`src/rtl/dict_pkg.sv`:
```
// -----------------------------------------------------------------------------
// dict_pkg
// Shared definitions for the dictionary write side (dict_writer) and the
// lookup side (find_index):
//   dict_state_t     - writer FSM states
//   DEF_ENTRIES      - default number of dictionary entries
//   DEF_KEY_WIDTH    - default bits per name character
//   DEF_KEY_LENGTH   - default maximum characters per name
//   len_bits()       - width of a counter that must hold 0..n inclusive
// -----------------------------------------------------------------------------
package dict_pkg;

    typedef enum logic [1:0] {
        IDLE    = 2'd0,
        COLLECT = 2'd1,
        DISCARD = 2'd2,
        COMMIT  = 2'd3
    } dict_state_t;

    localparam int DEF_ENTRIES    = 2;
    localparam int DEF_KEY_WIDTH  = 8;
    localparam int DEF_KEY_LENGTH = 1;

    // Bits needed to count from 0 up to and including n (never less than 1).
    function automatic int len_bits(input int n);
        return (n < 1) ? 1 : $clog2(n + 1);
    endfunction

endpackage

```
`src/rtl/key_assembler.sv`:
```
// -----------------------------------------------------------------------------
// key_assembler
// Packs name characters into a zero-padded key buffer, one character per
// accepted handshake. Character j of a name lands at buffer position j.
// Ports:
//   clk       in   clock
//   rst       in   asynchronous active-high reset
//   flush     in   synchronous clear of buffer and length (new name / clear)
//   accept    in   a character is being consumed this cycle
//   char_in   in   KEY_WIDTH  character being consumed
//   key_next  out  buffer as it will look with char_in merged at the current
//                  length position (used directly when the final character
//                  commits in the same edge)
//   at_limit  out  KEY_LENGTH characters already held; the next accepted
//                  character overflows the name
// -----------------------------------------------------------------------------
module key_assembler
    import dict_pkg::*;
#(
    parameter int KEY_WIDTH  = DEF_KEY_WIDTH,
    parameter int KEY_LENGTH = DEF_KEY_LENGTH
) (
    input  logic                                 clk,
    input  logic                                 rst,
    input  logic                                 flush,
    input  logic                                 accept,
    input  logic [KEY_WIDTH-1:0]                 char_in,
    output logic [KEY_LENGTH-1:0][KEY_WIDTH-1:0] key_next,
    output logic                                 at_limit
);

    localparam int LEN_BITS = len_bits(KEY_LENGTH);

    logic [KEY_LENGTH-1:0][KEY_WIDTH-1:0] buffer;
    logic [LEN_BITS-1:0]                  len;

    always_comb begin
        at_limit = (len == LEN_BITS'(KEY_LENGTH));
        key_next = buffer;
        // When len == KEY_LENGTH no position matches, so an overflowing
        // character never disturbs the stored prefix.
        for (int j = 0; j < KEY_LENGTH; j++) begin
            if (len == LEN_BITS'(j)) begin
                key_next[j] = char_in;
            end
        end
    end

    always_ff @(posedge clk or posedge rst) begin
        if (rst) begin
            buffer <= '0;
            len    <= '0;
        end else if (flush) begin
            buffer <= '0;
            len    <= '0;
        end else if (accept && !at_limit) begin
            buffer <= key_next;
            len    <= len + 1'b1;
        end
    end

endmodule

```
`src/rtl/dict_writer.sv`:
```
// -----------------------------------------------------------------------------
// dict_writer
// Write side of the dictionary: collects a name one character per handshake
// and appends it as a zero-padded key to the next free entry of the key table
// that find_index searches.
// Ports:
//   i_clk       in   clock, all state on rising edge
//   i_reset     in   asynchronous active-high reset
//   i_valid     in   i_char valid
//   i_char      in   KEY_WIDTH name character
//   i_last      in   i_char is the final character of the name
//   o_ready     out  character accepted when i_valid && o_ready at the edge
//   i_clear     in   synchronous: forget all entries (overrides everything)
//   o_keys      out  key table [ENTRIES][KEY_LENGTH][KEY_WIDTH], same layout
//                    as find_index i_keys
//   o_count     out  number of valid entries
//   o_index     out  entry written by the last successful commit
//   o_done      out  one-cycle pulse, commit succeeded
//   o_full_err  out  one-cycle pulse, name dropped, table full
//   o_len_err   out  one-cycle pulse, name dropped, longer than KEY_LENGTH
// -----------------------------------------------------------------------------
module dict_writer
    import dict_pkg::*;
#(
    parameter int ENTRIES    = DEF_ENTRIES,
    parameter int KEY_WIDTH  = DEF_KEY_WIDTH,
    parameter int KEY_LENGTH = DEF_KEY_LENGTH,
    localparam int INDEX_BITS = $clog2(ENTRIES),
    localparam int COUNT_BITS = $clog2(ENTRIES + 1)
) (
    input  logic                                              i_clk,
    input  logic                                              i_reset,
    input  logic                                              i_valid,
    input  logic [KEY_WIDTH-1:0]                              i_char,
    input  logic                                              i_last,
    output logic                                              o_ready,
    input  logic                                              i_clear,
    output logic [ENTRIES-1:0][KEY_LENGTH-1:0][KEY_WIDTH-1:0] o_keys,
    output logic [COUNT_BITS-1:0]                             o_count,
    output logic [INDEX_BITS-1:0]                             o_index,
    output logic                                              o_done,
    output logic                                              o_full_err,
    output logic                                              o_len_err
);

    localparam logic [COUNT_BITS-1:0] FULL_COUNT = COUNT_BITS'(ENTRIES);

    dict_state_t                          state;
    logic                                 accept;
    logic                                 flush;
    logic                                 at_limit;
    logic [KEY_LENGTH-1:0][KEY_WIDTH-1:0] key_next;
    logic                                 end_name;
    logic                                 len_bad;
    logic                                 table_full;

    // o_ready is a register that is low only in COMMIT, so accept never
    // fires while a commit is being presented.
    always_comb begin
        accept     = i_valid && o_ready;
        end_name   = accept && i_last;
        // The name is too long if we are already dropping characters, or if
        // this final character is itself the one that overflows.
        len_bad    = (state == DISCARD) || ((state == COLLECT) && at_limit);
        table_full = (o_count == FULL_COUNT);
        // The buffer is emptied while COMMIT is shown so IDLE starts clean.
        flush      = i_clear || (state == COMMIT);
    end

    key_assembler #(
        .KEY_WIDTH (KEY_WIDTH),
        .KEY_LENGTH(KEY_LENGTH)
    ) u_key_assembler (
        .clk     (i_clk),
        .rst     (i_reset),
        .flush   (flush),
        .accept  (accept),
        .char_in (i_char),
        .key_next(key_next),
        .at_limit(at_limit)
    );

    // The table update and the result pulse are registered on the edge that
    // accepts the final character; the FSM then sits in COMMIT for exactly
    // that visible cycle with o_ready low.
    always_ff @(posedge i_clk or posedge i_reset) begin
        if (i_reset) begin
            state      <= IDLE;
            o_ready    <= 1'b0;
            o_keys     <= '0;
            o_count    <= '0;
            o_index    <= '0;
            o_done     <= 1'b0;
            o_full_err <= 1'b0;
            o_len_err  <= 1'b0;
        end else begin
            o_done     <= 1'b0;
            o_full_err <= 1'b0;
            o_len_err  <= 1'b0;
            if (i_clear) begin
                state   <= IDLE;
                o_ready <= 1'b1;
                o_keys  <= '0;
                o_count <= '0;
                o_index <= '0;
            end else if (end_name) begin
                state   <= COMMIT;
                o_ready <= 1'b0;
                if (len_bad) begin
                    o_len_err <= 1'b1;
                end else if (table_full) begin
                    o_full_err <= 1'b1;
                end else begin
                    o_keys[o_count[INDEX_BITS-1:0]] <= key_next;
                    o_index <= o_count[INDEX_BITS-1:0];
                    o_count <= o_count + 1'b1;
                    o_done  <= 1'b1;
                end
            end else begin
                o_ready <= 1'b1;
                case (state)
                    IDLE: begin
                        if (accept) begin
                            state <= COLLECT;
                        end
                    end
                    COLLECT: begin
                        if (accept && at_limit) begin
                            state <= DISCARD;
                        end
                    end
                    DISCARD: begin
                        state <= DISCARD;
                    end
                    COMMIT: begin
                        state <= IDLE;
                    end
                    default: begin
                        state <= IDLE;
                    end
                endcase
            end
        end
    end

endmodule

```
`config.mk`:
```
export PLATFORM = sky130hd
export DESIGN_NAME = dict_writer
export DESIGN_NICKNAME = d
export VERILOG_FILES = /design/src/rtl/dict_pkg.sv /design/src/rtl/key_assembler.sv /design/src/rtl/dict_writer.sv
export SDC_FILE = /design/constraint.sdc
export NUM_CORES = 1
export LEC_CHECK = 0
export BUFFER_PORTS_ARGS = -buffer_cell sky130_fd_sc_hd__buf_2
export CAP_MARGIN = 10
export CELL_PAD_IN_SITES_DETAIL_PLACEMENT = 0
export CELL_PAD_IN_SITES_GLOBAL_PLACEMENT = 1
export CORE_MARGIN = 2
export CORE_UTILIZATION = 42
export DETAILED_ROUTE_END_ITERATION = 10
export PLACE_DENSITY = 0.82
export RECOVER_POWER = 100
export SYNTH_ARGS = -nofsm -noshare
export SYNTH_HDL_FRONTEND = slang
export SYNTH_SLANG_ARGS = --single-unit
```
`constraint.sdc`:
```
create_clock -name i_clk -period 1.55 [get_ports i_clk]
set_input_delay 0.0775 -clock i_clk [delete_from_list [all_inputs] [get_ports i_clk]]
set_output_delay 0.0775 -clock i_clk [all_outputs]
set_load 0.1 [all_outputs]
```
==> flow_results.xml <==
<?xml version="1.0" encoding="UTF-8"?>
<metrics>
  <group name="timing">
    <metric name="final-hold-violation-count" unit="">0</metric>
    <metric name="max_freq" unit="MHz">686</metric>
    <metric name="fin_skew" unit="ps">2.96</metric>
    <metric name="setup_tns_final" unit="ps">0</metric>
    <metric name="timing_max_transition_violations_final" unit="">0</metric>
    <metric name="final.min_clock_period" unit="ps">1460</metric>
    <metric name="final_setup_violation_count" unit="">0</metric>
    <metric name="post-route-period-util" unit="%">94.0</metric>
    <metric name="timing_worst_slew_pin_value" unit="ps">632</metric>
    <metric name="worst_slew_margin_rel" unit="%">57.9</metric>
  </group>
  <group name="power">
    <metric name="share_clk_of_total_power" unit="%">27.9</metric>
    <metric name="power.net_switching" unit="mW">0.799</metric>
    <metric name="power_density" unit="nW/um2">1110</metric>
    <metric name="power.share.switching" unit="%">34.3</metric>
    <metric name="power_leakage" unit="nW">1.11</metric>
    <metric name="power.total" unit="mW">2.33</metric>
    <metric name="power_frac_comb" unit="%">29.1</metric>
    <metric name="highest_ir_drop_seen_on_vdd" unit="mV">0.482</metric>
    <metric name="share_seq_of_total_power" unit="%">43.1</metric>
    <metric name="internal_power" unit="mW">1.53</metric>
  </group>
  <group name="clock_network">
    <metric name="cts_tree" unit="">yes</metric>
    <metric name="tritoncts_sinks" unit="">34</metric>
    <metric name="insertion_delay" unit="ps">280</metric>
    <metric name="clockBufferDepth" unit="">2</metric>
    <metric name="total_cts_buffers" unit="">5</metric>
    <metric name="clock_transition_at_the_registers_of_the_reported_paths" unit="ps">60</metric>
    <metric name="clock-root-buffer" unit="">sky130_fd_sc_hd__clkbuf_8</metric>
    <metric name="cts-htree-levels" unit="">2</metric>
  </group>
  <group name="placement">
    <metric name="dpl_cell_area" unit="um2">1970</metric>
    <metric name="place_hpwl" unit="mm">2.54</metric>
    <metric name="numPortBuffers" unit="">35</metric>
    <metric name="gp_routability_congestion" unit="">0.767</metric>
    <metric name="post-place-cells" unit="">233</metric>
  </group>
  <group name="floorplanning">
    <metric name="die_area" unit="um2">4540</metric>
    <metric name="die_h" unit="um">67.4</metric>
    <metric name="top_level_ports" unit="">36</metric>
    <metric name="initial_core_util" unit="%">42.8</metric>
    <metric name="core_area" unit="um2">3940</metric>
    <metric name="floorplan.die.width" unit="um">67.4</metric>
    <metric name="rows" unit="">23</metric>
  </group>
  <group name="min_path">
    <metric name="worstHoldPathType" unit="">input pin to register</metric>
  </group>
  <group name="global_routing">
    <metric name="grt_antenna_before_repair" unit="">0</metric>
    <metric name="grt_remaining_overflow" unit="">0</metric>
    <metric name="via_count_of_the_first_global_routing_pass" unit="">1194</metric>
    <metric name="largest_net_degree_at_the_start_of_global_routing" unit="">30</metric>
    <metric name="grt.total_usage" unit="%">17.0</metric>
    <metric name="grt_first_pass_wirelength" unit="mm">5.60</metric>
  </group>
  <group name="final_layout">
    <metric name="sequential_cell_area" unit="um2">862</metric>
    <metric name="final.fill_count" unit="">358</metric>
    <metric name="antennaDiodeCount" unit="">0</metric>
    <metric name="final_layout_size_suffix_gt1_share" unit="%">35.2</metric>
    <metric name="finalNonFillerCells" unit="">243</metric>
    <metric name="finalNetCount" unit="">211</metric>
    <metric name="area_of_the_multi_input_gates" unit="um2">798</metric>
    <metric name="fin_area" unit="um2">2090</metric>
    <metric name="layout-area-overhead-vs-synth" unit="%">23.9</metric>
    <metric name="finalCoreUtilization" unit="%">53.1</metric>
  </group>
  <group name="logic_synthesis">
    <metric name="synth_seq_cells" unit="">34</metric>
    <metric name="synth_nets" unit="">166</metric>
    <metric name="netlist-cell-type-count" unit="">28</metric>
    <metric name="dominantRegCellSynth" unit="">sky130_fd_sc_hd__dfrtp_1</metric>
    <metric name="post_synth_instance_area" unit="um2">1690</metric>
    <metric name="synth_edf_count" unit="">0</metric>
    <metric name="synth-seq-area-share" unit="%">50.4</metric>
    <metric name="syn_inst" unit="">148</metric>
    <metric name="synthArstFlopShare" unit="%">100</metric>
    <metric name="mean_post_synth_cell_area" unit="um2">11.4</metric>
    <metric name="synth.yosys.warnings" unit="">0</metric>
  </group>
  <group name="worst_setup_path">
    <metric name="critical_path_type" unit="">register to register</metric>
    <metric name="timing.critical_path.from_type" unit="">register</metric>
    <metric name="critPathCaptureType" unit="">register</metric>
    <metric name="timing.critical_path.slowest_cell_delay" unit="ps">420</metric>
    <metric name="critPathBufInv" unit="">1</metric>
    <metric name="critPathSlowestCell" unit="">sky130_fd_sc_hd__dfrtp_1</metric>
    <metric name="cp.required" unit="ps">1720</metric>
    <metric name="critPathArrivalTime" unit="ps">1630</metric>
    <metric name="path_cells" unit="">inv_1 -&gt; ha_2 -&gt; nor2b_2 -&gt; a211oi_1 -&gt; a2111oi_2</metric>
    <metric name="worst_path_dominant_cell_family" unit="">compound AO/OA/AOI/OAI gates</metric>
    <metric name="worst-path-max-fanout" unit="">4</metric>
  </group>
  <group name="route">
    <metric name="number_of_drc_markers_in_iteration_0" unit="">32</metric>
    <metric name="viasPerCell" unit="">4.88</metric>
    <metric name="detail_route.wirelength" unit="mm">3.48</metric>
    <metric name="drc" unit="">0</metric>
    <metric name="vias" unit="">1187</metric>
    <metric name="wirelength_per_cell" unit="um">14.3</metric>
    <metric name="number_of_iterations_in_the_first_detailed_routing_pass" unit="">4</metric>
    <metric name="remaining_antenna_violation_count_after_routing" unit="">0</metric>
  </group>
  <group name="outcome">
    <metric name="run_status" unit="">finished, final reports clean</metric>
  </group>
  <group name="run">
    <metric name="max_cap_violations" unit="">0</metric>
  </group>
</metrics>
==> metrics by stage <==
stage          hold slack, ps  worst slack, ps
6_report                 58.8             92.5
5_1_grt                  57.5            -3.51
4_1_cts                  50.5             9.24
3_5_place_dp             84.1             25.6
3_3_place_gp             63.5             90.8
2_1_floorplan             219             20.4
==> flip-flops by register name, summed over array words and instances (netlist names) <==
signal / count
o_count: 2
o_done: 1
o_full_err: 1
o_index: 1
o_keys: 16
o_len_err: 1
o_ready: 1
state: 2
u_key_assembler.at_limit: 1
u_key_assembler.buffer: 8
==> repair_timing <==
action	CTS	global route
buffers inserted	0	1
hold buffers	2	0
endpoints found under the setup margin	1	19
gates cloned	0	0
pin swaps	0	2
resized for setup	1	6
endpoints found under the hold margin	9	0
==> worst register-to-register path: stages (launching register included) <==
cell                        delay [ps]
sky130_fd_sc_hd__dfrtp_1           420
sky130_fd_sc_hd__inv_1             110
sky130_fd_sc_hd__ha_2              210
sky130_fd_sc_hd__nor2b_2           180
sky130_fd_sc_hd__a211oi_1          100
sky130_fd_sc_hd__a2111oi_2         330
==> placed cells by master (no fill, tap or decap), types with 3 or more instances in the layout <==
cell type	count
sky130_fd_sc_hd__inv_1	5
sky130_fd_sc_hd__ha_1	3
sky130_fd_sc_hd__clkbuf_2	25
sky130_fd_sc_hd__nand2b_1	17
sky130_fd_sc_hd__buf_4	5
sky130_fd_sc_hd__a21oi_1	4
sky130_fd_sc_hd__buf_2	11
sky130_fd_sc_hd__clkbuf_8	6
sky130_fd_sc_hd__dfrtp_1	31
sky130_fd_sc_hd__dfrtp_4	3
sky130_fd_sc_hd__mux2i_1	31
sky130_fd_sc_hd__nor2_1	10
sky130_fd_sc_hd__nor3_1	3
sky130_fd_sc_hd__or2_2	6
==> cells in the mapped netlist (2+ instances only) <==
cell type / n / area share [%]
sky130_fd_sc_hd__dfrtp_1: 34 / 50
sky130_fd_sc_hd__a31oi_1: 2 / 0.74
sky130_fd_sc_hd__nor3_1: 3 / 0.89
sky130_fd_sc_hd__mux2i_1: 32 / 19
sky130_fd_sc_hd__a211oi_1: 2 / 0.89
sky130_fd_sc_hd__buf_4: 3 / 1.3
sky130_fd_sc_hd__or2_2: 7 / 2.6
sky130_fd_sc_hd__nand2b_1: 17 / 6.3
sky130_fd_sc_hd__o31ai_1: 2 / 0.89
sky130_fd_sc_hd__clkbuf_1: 4 / 0.89
sky130_fd_sc_hd__or2_1: 2 / 0.74
sky130_fd_sc_hd__ha_1: 5 / 3.7
sky130_fd_sc_hd__inv_1: 6 / 1.3
sky130_fd_sc_hd__nand4_1: 2 / 0.74
sky130_fd_sc_hd__nor2_1: 10 / 2.2
sky130_fd_sc_hd__a21oi_1: 5 / 1.5
==> logic make-up (layout without fill, tap and decap cells) <==
logic type	Yosys count	in the layout	share of synthesized area, %
AO/OA/AOI/OAI	17	17	7.33
adder cells (fa/ha/maj)	5	5	3.70
buffers and inverters	14	59	3.85
flip-flops	34	34	50.4
multiplexers	32	32	19.0
AND/OR/NAND/NOR	46	46	15.8
==> worst paths after layout <==
path | start | end | slack [ps] | depth (start not counted)
max | state[1] | state[0] | 90 | 5
min | i_char[6] | u_key_assembler.buffer[6] | 60 | 3
max reg2reg | state[1] | state[0] | 90 | 5
min reg2reg | u_key_assembler.buffer[4] | u_key_assembler.buffer[4] | 530 | 2
max in group asynchronous | i_reset | o_ready | 280 | 4
min in group asynchronous | i_reset | u_key_assembler.buffer[7] | 290 | 3
==> area by class of cell <==
| class | instances | area share (%) |
|---|---|---|
| Multi-Input combinational cell | 100 | 38.2 |
| Timing Repair Buffer | 46 | 12.4 |
| Sequential cell | 34 | 41.2 |
| Clock buffer | 7 | 4.13 |
| Tap cell | 50 | 2.99 |
| Inverter | 6 | 1.08 |
==> power groups by stage <==
stage / logic [mW] / clock network (mW) / registers, mW
finish: 0.677 / 0.648 / 1.00
floorplan: 0.300 / 0 / 1.22
CTS: 0.662 / 0.669 / 0.998
global placement: 0.636 / 0 / 1.01
global route: 0.733 / 0.713 / 1.01
detailed placement: 0.651 / 0 / 1.01
==> layer usage <==
layer / share of wire (%) / track usage, % / vias up
met3: 4.1 / 6.00 / 2
met5: 0 / 0 / -
met4: 0.55 / 6.63 / 0
met1: 47 / 22.0 / 564
li1: - / - / 598
met2: 48 / 26.2 / 23
Note: power is estimated with default switching activity, not from simulation.
